==> src/rtl/controle_rodadas_if.sv <==
// Bundles the controller's sideband signals: game control inputs, counter
// flags, counter commands and round status towards the top level.
interface controle_rodadas_if #(
  parameter int RW = 2
) ();
  logic          iniciar;
  logic          jogada;
  logic          fim_c;
  logic          meio_c;
  logic          zera_c;
  logic          conta_c;
  logic [RW-1:0] rodada;
  logic          alerta;
  logic          pronto;
  logic          timeout;
  logic [3:0]    db_estado;

  modport master (
    output iniciar, jogada, fim_c, meio_c,
    input  zera_c, conta_c, rodada, alerta, pronto, timeout, db_estado
  );

  modport slave (
    input  iniciar, jogada, fim_c, meio_c,
    output zera_c, conta_c, rodada, alerta, pronto, timeout, db_estado
  );
endinterface

==> src/rtl/controle_rodadas.sv <==
// Moore round sequencer: times each round with an external mod-M counter,
// advances on a player response and ends the game on success or timeout.
module controle_rodadas #(
  parameter int RODADAS = 4,
  parameter int RW      = 2
) (
  input  logic                clock,
  input  logic                reset_n,
  controle_rodadas_if.slave   bus
);
  typedef enum logic [3:0] {
    INICIAL     = 4'd0,
    PREPARACAO  = 4'd1,
    ESPERA      = 4'd2,
    REGISTRA    = 4'd3,
    PROXIMA     = 4'd4,
    FIM_OK      = 4'd5,
    FIM_TIMEOUT = 4'd6
  } estado_t;

  localparam logic [RW-1:0] ULTIMA = RW'(RODADAS - 1);

  estado_t       r_estado;
  estado_t       w_proximo;
  logic [RW-1:0] r_rodada;
  logic          r_alerta;
  logic          w_zera;
  logic          w_conta;
  logic          w_pronto;
  logic          w_timeout;

  always_ff @(posedge clock) begin
    if (!reset_n) begin
      r_estado <= INICIAL;
    end else begin
      r_estado <= w_proximo;
    end
  end

  always_comb begin
    w_proximo = INICIAL;
    unique case (r_estado)
      INICIAL:     w_proximo = bus.iniciar ? PREPARACAO : INICIAL;
      PREPARACAO:  w_proximo = ESPERA;
      // A response in the same cycle as terminal count still counts.
      ESPERA: begin
        if (bus.jogada)     w_proximo = REGISTRA;
        else if (bus.fim_c) w_proximo = FIM_TIMEOUT;
        else                w_proximo = ESPERA;
      end
      REGISTRA:    w_proximo = (r_rodada == ULTIMA) ? FIM_OK : PROXIMA;
      PROXIMA:     w_proximo = ESPERA;
      FIM_OK:      w_proximo = bus.iniciar ? PREPARACAO : FIM_OK;
      FIM_TIMEOUT: w_proximo = bus.iniciar ? PREPARACAO : FIM_TIMEOUT;
      default:     w_proximo = INICIAL;
    endcase
  end

  always_comb begin
    w_zera    = (r_estado == PREPARACAO) || (r_estado == PROXIMA);
    w_conta   = (r_estado == ESPERA);
    w_pronto  = (r_estado == FIM_OK) || (r_estado == FIM_TIMEOUT);
    w_timeout = (r_estado == FIM_TIMEOUT);
  end

  // PREPARACAO is only ever entered from INICIAL or one of the end states.
  always_ff @(posedge clock) begin
    if (!reset_n) begin
      r_rodada <= '0;
      r_alerta <= 1'b0;
    end else begin
      if (w_proximo == PREPARACAO) begin
        r_rodada <= '0;
      end else if (r_estado == PROXIMA) begin
        r_rodada <= r_rodada + RW'(1);
      end

      if (w_zera) begin
        r_alerta <= 1'b0;
      end else if ((r_estado == ESPERA) && bus.meio_c) begin
        r_alerta <= 1'b1;
      end
    end
  end

  assign bus.zera_c    = w_zera;
  assign bus.conta_c   = w_conta;
  assign bus.rodada    = r_rodada;
  assign bus.alerta    = r_alerta;
  assign bus.pronto    = w_pronto;
  assign bus.timeout   = w_timeout;
  assign bus.db_estado = r_estado;
endmodule

==> src/flat_wrapper.sv <==
// flat-port wrapper written by rule: the top's interface ports become plain ports
module controle_rodadas_flat 
#(
  parameter int RODADAS = 4,
  parameter int RW      = 2
)
  (clock, reset_n, bus_iniciar, bus_jogada, bus_fim_c, bus_meio_c, bus_zera_c, bus_conta_c, bus_rodada, bus_alerta, bus_pronto, bus_timeout, bus_db_estado);
  controle_rodadas_if #(.RW(RW)) bus_i ();
  input  logic clock;
  input  logic reset_n;
  input wire logic [$bits(bus_i.iniciar)-1:0] bus_iniciar;
  input wire logic [$bits(bus_i.jogada)-1:0] bus_jogada;
  input wire logic [$bits(bus_i.fim_c)-1:0] bus_fim_c;
  input wire logic [$bits(bus_i.meio_c)-1:0] bus_meio_c;
  output wire logic [$bits(bus_i.zera_c)-1:0] bus_zera_c;
  output wire logic [$bits(bus_i.conta_c)-1:0] bus_conta_c;
  output wire logic [$bits(bus_i.rodada)-1:0] bus_rodada;
  output wire logic [$bits(bus_i.alerta)-1:0] bus_alerta;
  output wire logic [$bits(bus_i.pronto)-1:0] bus_pronto;
  output wire logic [$bits(bus_i.timeout)-1:0] bus_timeout;
  output wire logic [$bits(bus_i.db_estado)-1:0] bus_db_estado;
  assign bus_i.iniciar = bus_iniciar;
  assign bus_i.jogada = bus_jogada;
  assign bus_i.fim_c = bus_fim_c;
  assign bus_i.meio_c = bus_meio_c;
  assign bus_zera_c = bus_i.zera_c;
  assign bus_conta_c = bus_i.conta_c;
  assign bus_rodada = bus_i.rodada;
  assign bus_alerta = bus_i.alerta;
  assign bus_pronto = bus_i.pronto;
  assign bus_timeout = bus_i.timeout;
  assign bus_db_estado = bus_i.db_estado;
  controle_rodadas #(.RODADAS(RODADAS), .RW(RW)) u_core (.clock(clock), .reset_n(reset_n), .bus(bus_i));
endmodule
==> config.mk <==
export PLATFORM = sky130hd
export DESIGN_NAME = controle_rodadas_flat
export DESIGN_NICKNAME = d
export VERILOG_FILES = /design/src/rtl/controle_rodadas_if.sv /design/src/rtl/controle_rodadas.sv /design/src/flat_wrapper.sv
export SDC_FILE = /design/constraint.sdc
export NUM_CORES = 1
export LEC_CHECK = 0
export CELL_PAD_IN_SITES_DETAIL_PLACEMENT = 1
export CELL_PAD_IN_SITES_GLOBAL_PLACEMENT = 1
export CORE_AREA = 2 2 39 41
export DETAILED_ROUTE_END_ITERATION = 10
export DIE_AREA = 0 0 41 43
export DONT_BUFFER_PORTS = 1
export GPL_TIMING_DRIVEN = 0
export HOLD_SLACK_MARGIN = 0.05
export PLACE_DENSITY = 0.69
export SYNTH_ARGS = -nofsm -noshare
export SYNTH_HDL_FRONTEND = slang
export SYNTH_SLANG_ARGS = --single-unit
==> constraint.sdc <==
create_clock -name clock -period 1.15 [get_ports clock]
set_input_delay 0.23 -clock clock [delete_from_list [all_inputs] [get_ports clock]]
set_output_delay 0.23 -clock clock [all_outputs]
set_load 0.01 [all_outputs]
-- Word level (Yosys, flattened, before mapping)
Index checks and enable logic that the tools add are counted.
- logic and storage cells: 27
- latch bits: 0
- bits in registers: 7
- ROM bits: 0
- RAM bits: 0
- memories: 0
- reductions and logical operators: 7
- $lt $le $gt $ge: 0
- multipliers: 0
- add/subtract/negate cells: 1
- bitwise gates (word level): 1
- divide/modulo/power cells: 0
- equality and inequality tests: 8
- shift-type cells: 0
- mux-type cells: 7
- operators with widths (kind ; count):
    4-bit case mux with 6 select lines ; 1
    4-bit by 3-bit equality test with 1-bit output, second input constant ; 3
    3-bit 2-to-1 mux ; 3
    4-bit by 1-bit equality test with 1-bit output, second input constant ; 2
    4-bit by 2-bit equality test with 1-bit output, second input constant ; 2
    2-bit OR reduction ; 3
    4-bit zero test ; 1
    4-bit 2-to-1 mux ; 1
    2-bit by 1-bit adder with 2-bit output, second input constant ; 1
    2-bit equality test, second input constant ; 1
    1-bit logical OR ; 2
    1-bit 2-to-1 mux ; 2
    1-bit logical AND ; 1
    1-bit NOT ; 1

-- Logic depth before layout (Yosys ltp)
- depth in word-level cells: 5
- depth in mapped cells: 4

-- Worst setup path before layout
OpenSTA, ideal clock, no wires.
- path type: reg2reg
- from: reg u_core.r_estado[1], in the netlist u_core.bus.db_estado[1]
- to: reg u_core.r_alerta, in the netlist u_core.bus.alerta
- arrival time: 1.059 ns
- setup slack: 0.013 ns
- required time: 1.072 ns
- clock period less this slack: 1.137 ns
- setup time: 0.078 ns
- cell stages (with the launch flop): 5
- cell sequence: dfxtp_1 > buf_4 > nor3b_2 > a21oi_1 > nor3_1
- elaborated cells on any way between the ends: 6
- RTL lines (element ; RTL line ; text):
    from (decl) ; controle_rodadas.sv:23 ; estado_t r_estado;
    from (signal assigned) ; controle_rodadas.sv:36 ; r_estado <= w_proximo;
    4-bit by 2-bit equality test with 1-bit output ; -- ;
    net bus_conta_c ; flat_wrapper.sv:16 ; output wire logic [$bits(bus_i.conta_c)-1:0] bus_conta_c;
    1-bit logical AND ; controle_rodadas.sv:80 ; end else if ((r_estado == ESPERA) && bus.meio_c) begin
    to (signal assigned) ; controle_rodadas.sv:70 ; r_alerta <= 1'b0;
    to (signal assigned) ; controle_rodadas.sv:79 ; r_alerta <= 1'b0;
    to (signal assigned) ; controle_rodadas.sv:81 ; r_alerta <= 1'b1;
    to (decl) ; controle_rodadas.sv:26 ; logic r_alerta;
The timed path passes the listed nets, and every way through them passes these cells.
A chain may end at the register's enable or synchronous reset.

-- Worst setup path in the final report
- from: reg u_core.r_estado[2], in the netlist u_core.bus.db_estado[2]
- to: out bus_zera_c
- word-level cells in the longest chain between the ends: 2
- elaborated cells on any way between the ends: 3
- RTL lines (element ; RTL line ; text):
    4-bit by 1-bit equality test with 1-bit output or 4-bit by 3-bit equality test with 1-bit output (tied branches) ; controle_rodadas.sv:60 ; w_zera = (r_estado == PREPARACAO) || (r_estado == PROXIMA);
    1-bit logical OR (*) ; controle_rodadas.sv:60 ;
    to (decl) ; flat_wrapper.sv:15 ; output wire logic [$bits(bus_i.zera_c)-1:0] bus_zera_c;
Every way passes the cells marked *; elsewhere a longest branch is shown, timed or not.

==> impl_metrics.yaml <==
run_status:
  outcome: "finished with violations"
  violations: "negative setup slack"
sta:
  skew_ns: 0.00162
  drv_slew: 0
  rsz0062_at_grt: "true"
  fin_hold_ws_ns: 0.108
  fmax_mhz: 783
  tns_ns: -0.651
  finalSetupViolCount: 8
  setup_slack_ns: -0.128
  layout_min_cycle_time_ns: 1.28
  finalCritPeriodShare_pct: 111
  hold_viol: 0
power:
  ir_worst_vdd_uv: 790
  power_leakage_uw: 0.000213
  power_uw: 1140
  powerDensity_mw_per_mm2: 2150
critical_path:
  crit_required_ns: 0.92
  cp-start-kind: "flop"
  critPathArrivalTime_ns: 1.05
  reg2reg_slack_ns: -0.07
  path_class: "flop to output port"
  worstPathMaxFanout: 10
  timing.critical_path.from: "u_core.bus.db_estado[2]"
  timing.rr.start: "u_core.bus.db_estado[1]"
  endpoint_kind: "output port"
yosys:
  syn_avg_cell_area_um2: 8.90
  seq_area_frac_synth_pct: 30.7
  synth_cell_types: 25
  syn_inst: 44
  synth_fp_nets: 51
  synth_warnings: 0
  ys_ff_latch: 6
  synth_area_um2: 392
final_layout:
  nets: 62
  area_growth_pct: 35.8
  final_layout_size_suffix_gt1_share_pct: 45.3
  final_util_pct: 38.4
  antenna_cells: 0
floorplan:
  die_w_um: 41
  fp-row-count: 14
  dieArea_mm2: 0.00176
  core-area_mm2: 0.00138
  die_h_um: 43
  ioPinCount: 17
  start_util_pct: 28.3
drt:
  final_antenna_net_count: 0
  drc_errors: 0
  wire_per_inst_um: 14.4
  wirelength_um: 993
  viasPerCell: 5.14
  drtIter0Drc: 1
  drt_first_pass_iters: 2
  vias: 355
hold_path:
  hold_path.startpoint: "bus_iniciar"
  hp-class: "input pin to flop"
grt:
  grt_pass1_wl_mm: 1.43
  grt_max_degree: 11
  busiest_layer: "met2"
  grt_antenna_before_repair: 0
  grtUsageMet2_pct: 19.7
  grt_pass1_vias: 350
  overflow: 0
  use_met3_pct: 3.66
  track_usage_pct: 12.5
  use_met1_pct: 12.6
clock_tree:
  cts_buffers: 3
  path_clk_slew_ns: 0.04
  cts_root_buffer: "clkbuf_4"
  cts_htree_levels: 1
  clkLatencyLatePin_ns: 0.24
  cts_tree: "built"
  max-clock-path-buffers: 2
  cts.sink_count: 6
  holdBufCountCts: 0
placement:
  place.gp.congestion: 0.667
  io_buffers: 0
  hpwlAfterDp_um: 694
flow_run:
  cap_viol_max_count: 0
cells in the mapped netlist, drive strengths merged:
cell type	n	share of area, %
nand2	1	0.96
nor2	4	3.8
and4b	1	2.6
mux2i	1	2.6
buf	4	8.0
conb	1	0.96
a311oi	2	4.5
and3	1	1.6
xor2	1	2.2
ha	1	3.2
and2	1	1.6
nor2b	1	1.6
o21ai	2	2.6
inv	2	1.9
a221oi	1	2.2
nor3b	5	12
xnor2	4	8.9
a311o	1	2.6
dfxtp	6	31
a21oi	2	2.6
nor3	1	1.3
nand2b	1	1.6
cells by family (layout without fill, tap and decap cells):
group | after synthesis | in the layout | share of synthesized area (%)
AND/OR/NAND/NOR | 16 | 16 | 27.2
AO/OA/AOI/OAI | 8 | 8 | 14.4
flip-flops | 6 | 6 | 30.7
buffers and inverters | 6 | 15 | 9.90
XOR/XNOR | 5 | 5 | 11.2
adder cells (fa/ha/maj) | 1 | 1 | 3.19
other | 1 | 1 | 0.958
multiplexers | 1 | 1 | 2.56
metrics by stage:
stage          setup WS [ns]  cells  area (um^2)
6_report              -0.128     69          532
5_1_grt               -0.212     69          532
3_5_place_dp          -0.234     60          412
2_1_floorplan         0.0129     44          392
3_3_place_gp          -0.120     60          412
4_1_cts               -0.139     68          502
registers in the layout, summed over array words and instances, names as in the netlist:
signal	flops
u_core.bus.db_estado	3
u_core.bus.alerta	1
u_core.bus.rodada	2
power breakdown:
| part | internal, uW | switching [uW] |
|---|---|---|
| logic | 329 | 286 |
| clock network | 118 | 73.3 |
| registers | 264 | 69.8 |
| total | 711 | 429 |
cell usage in the layout (no fill, tap or decap), types with 2 or more instances in the layout:
cell type,n
a21oi_1,2
inv_1,2
dfxtp_4,2
clkbuf_4,3
o21ai_1,2
xnor2_1,4
nor3b_2,3
buf_6,4
nor2_1,3
buf_4,6
dfxtp_1,3
final cells by class:
class	count	area (um^2)
tap	16	20.0
fill	167	852
sequential	6	129
clock buffer	3	22.5
multi-input combinational	32	263
inverter	2	7.51
buffer	4	41.3
timing repair buffer	6	48.8
per-layer routing:
metal	part of all wire (%)	vias up
li1	-	169
met1	39	173
met2	52	11
met3	5.8	2
met4	2.6	0
met5	0	-
path summary, 6_finish.rpt:
| kind | to | depth (start not counted) |
|---|---|---|
| max reg2reg | u_core.bus.rodada[1] | 5 |
| min | u_core.bus.db_estado[1] | 1 |
| min reg2reg | u_core.bus.alerta | 2 |
| max | bus_zera_c | 3 |
repair_timing:
| action | CTS | global route |
|---|---|---|
| setup buffers | 5 | 1 |
| pin swaps | 2 | 6 |
| setup endpoints to repair | 10 | 9 |
| resized for setup | 11 | 7 |
worst max-delay path: stages (launching register included):
cell and delay [ns]:
dfxtp_4 0.37, buf_6 0.15, xnor2_1 0.13, nor2_2 0.16
(Power assumes the default switching activity.)
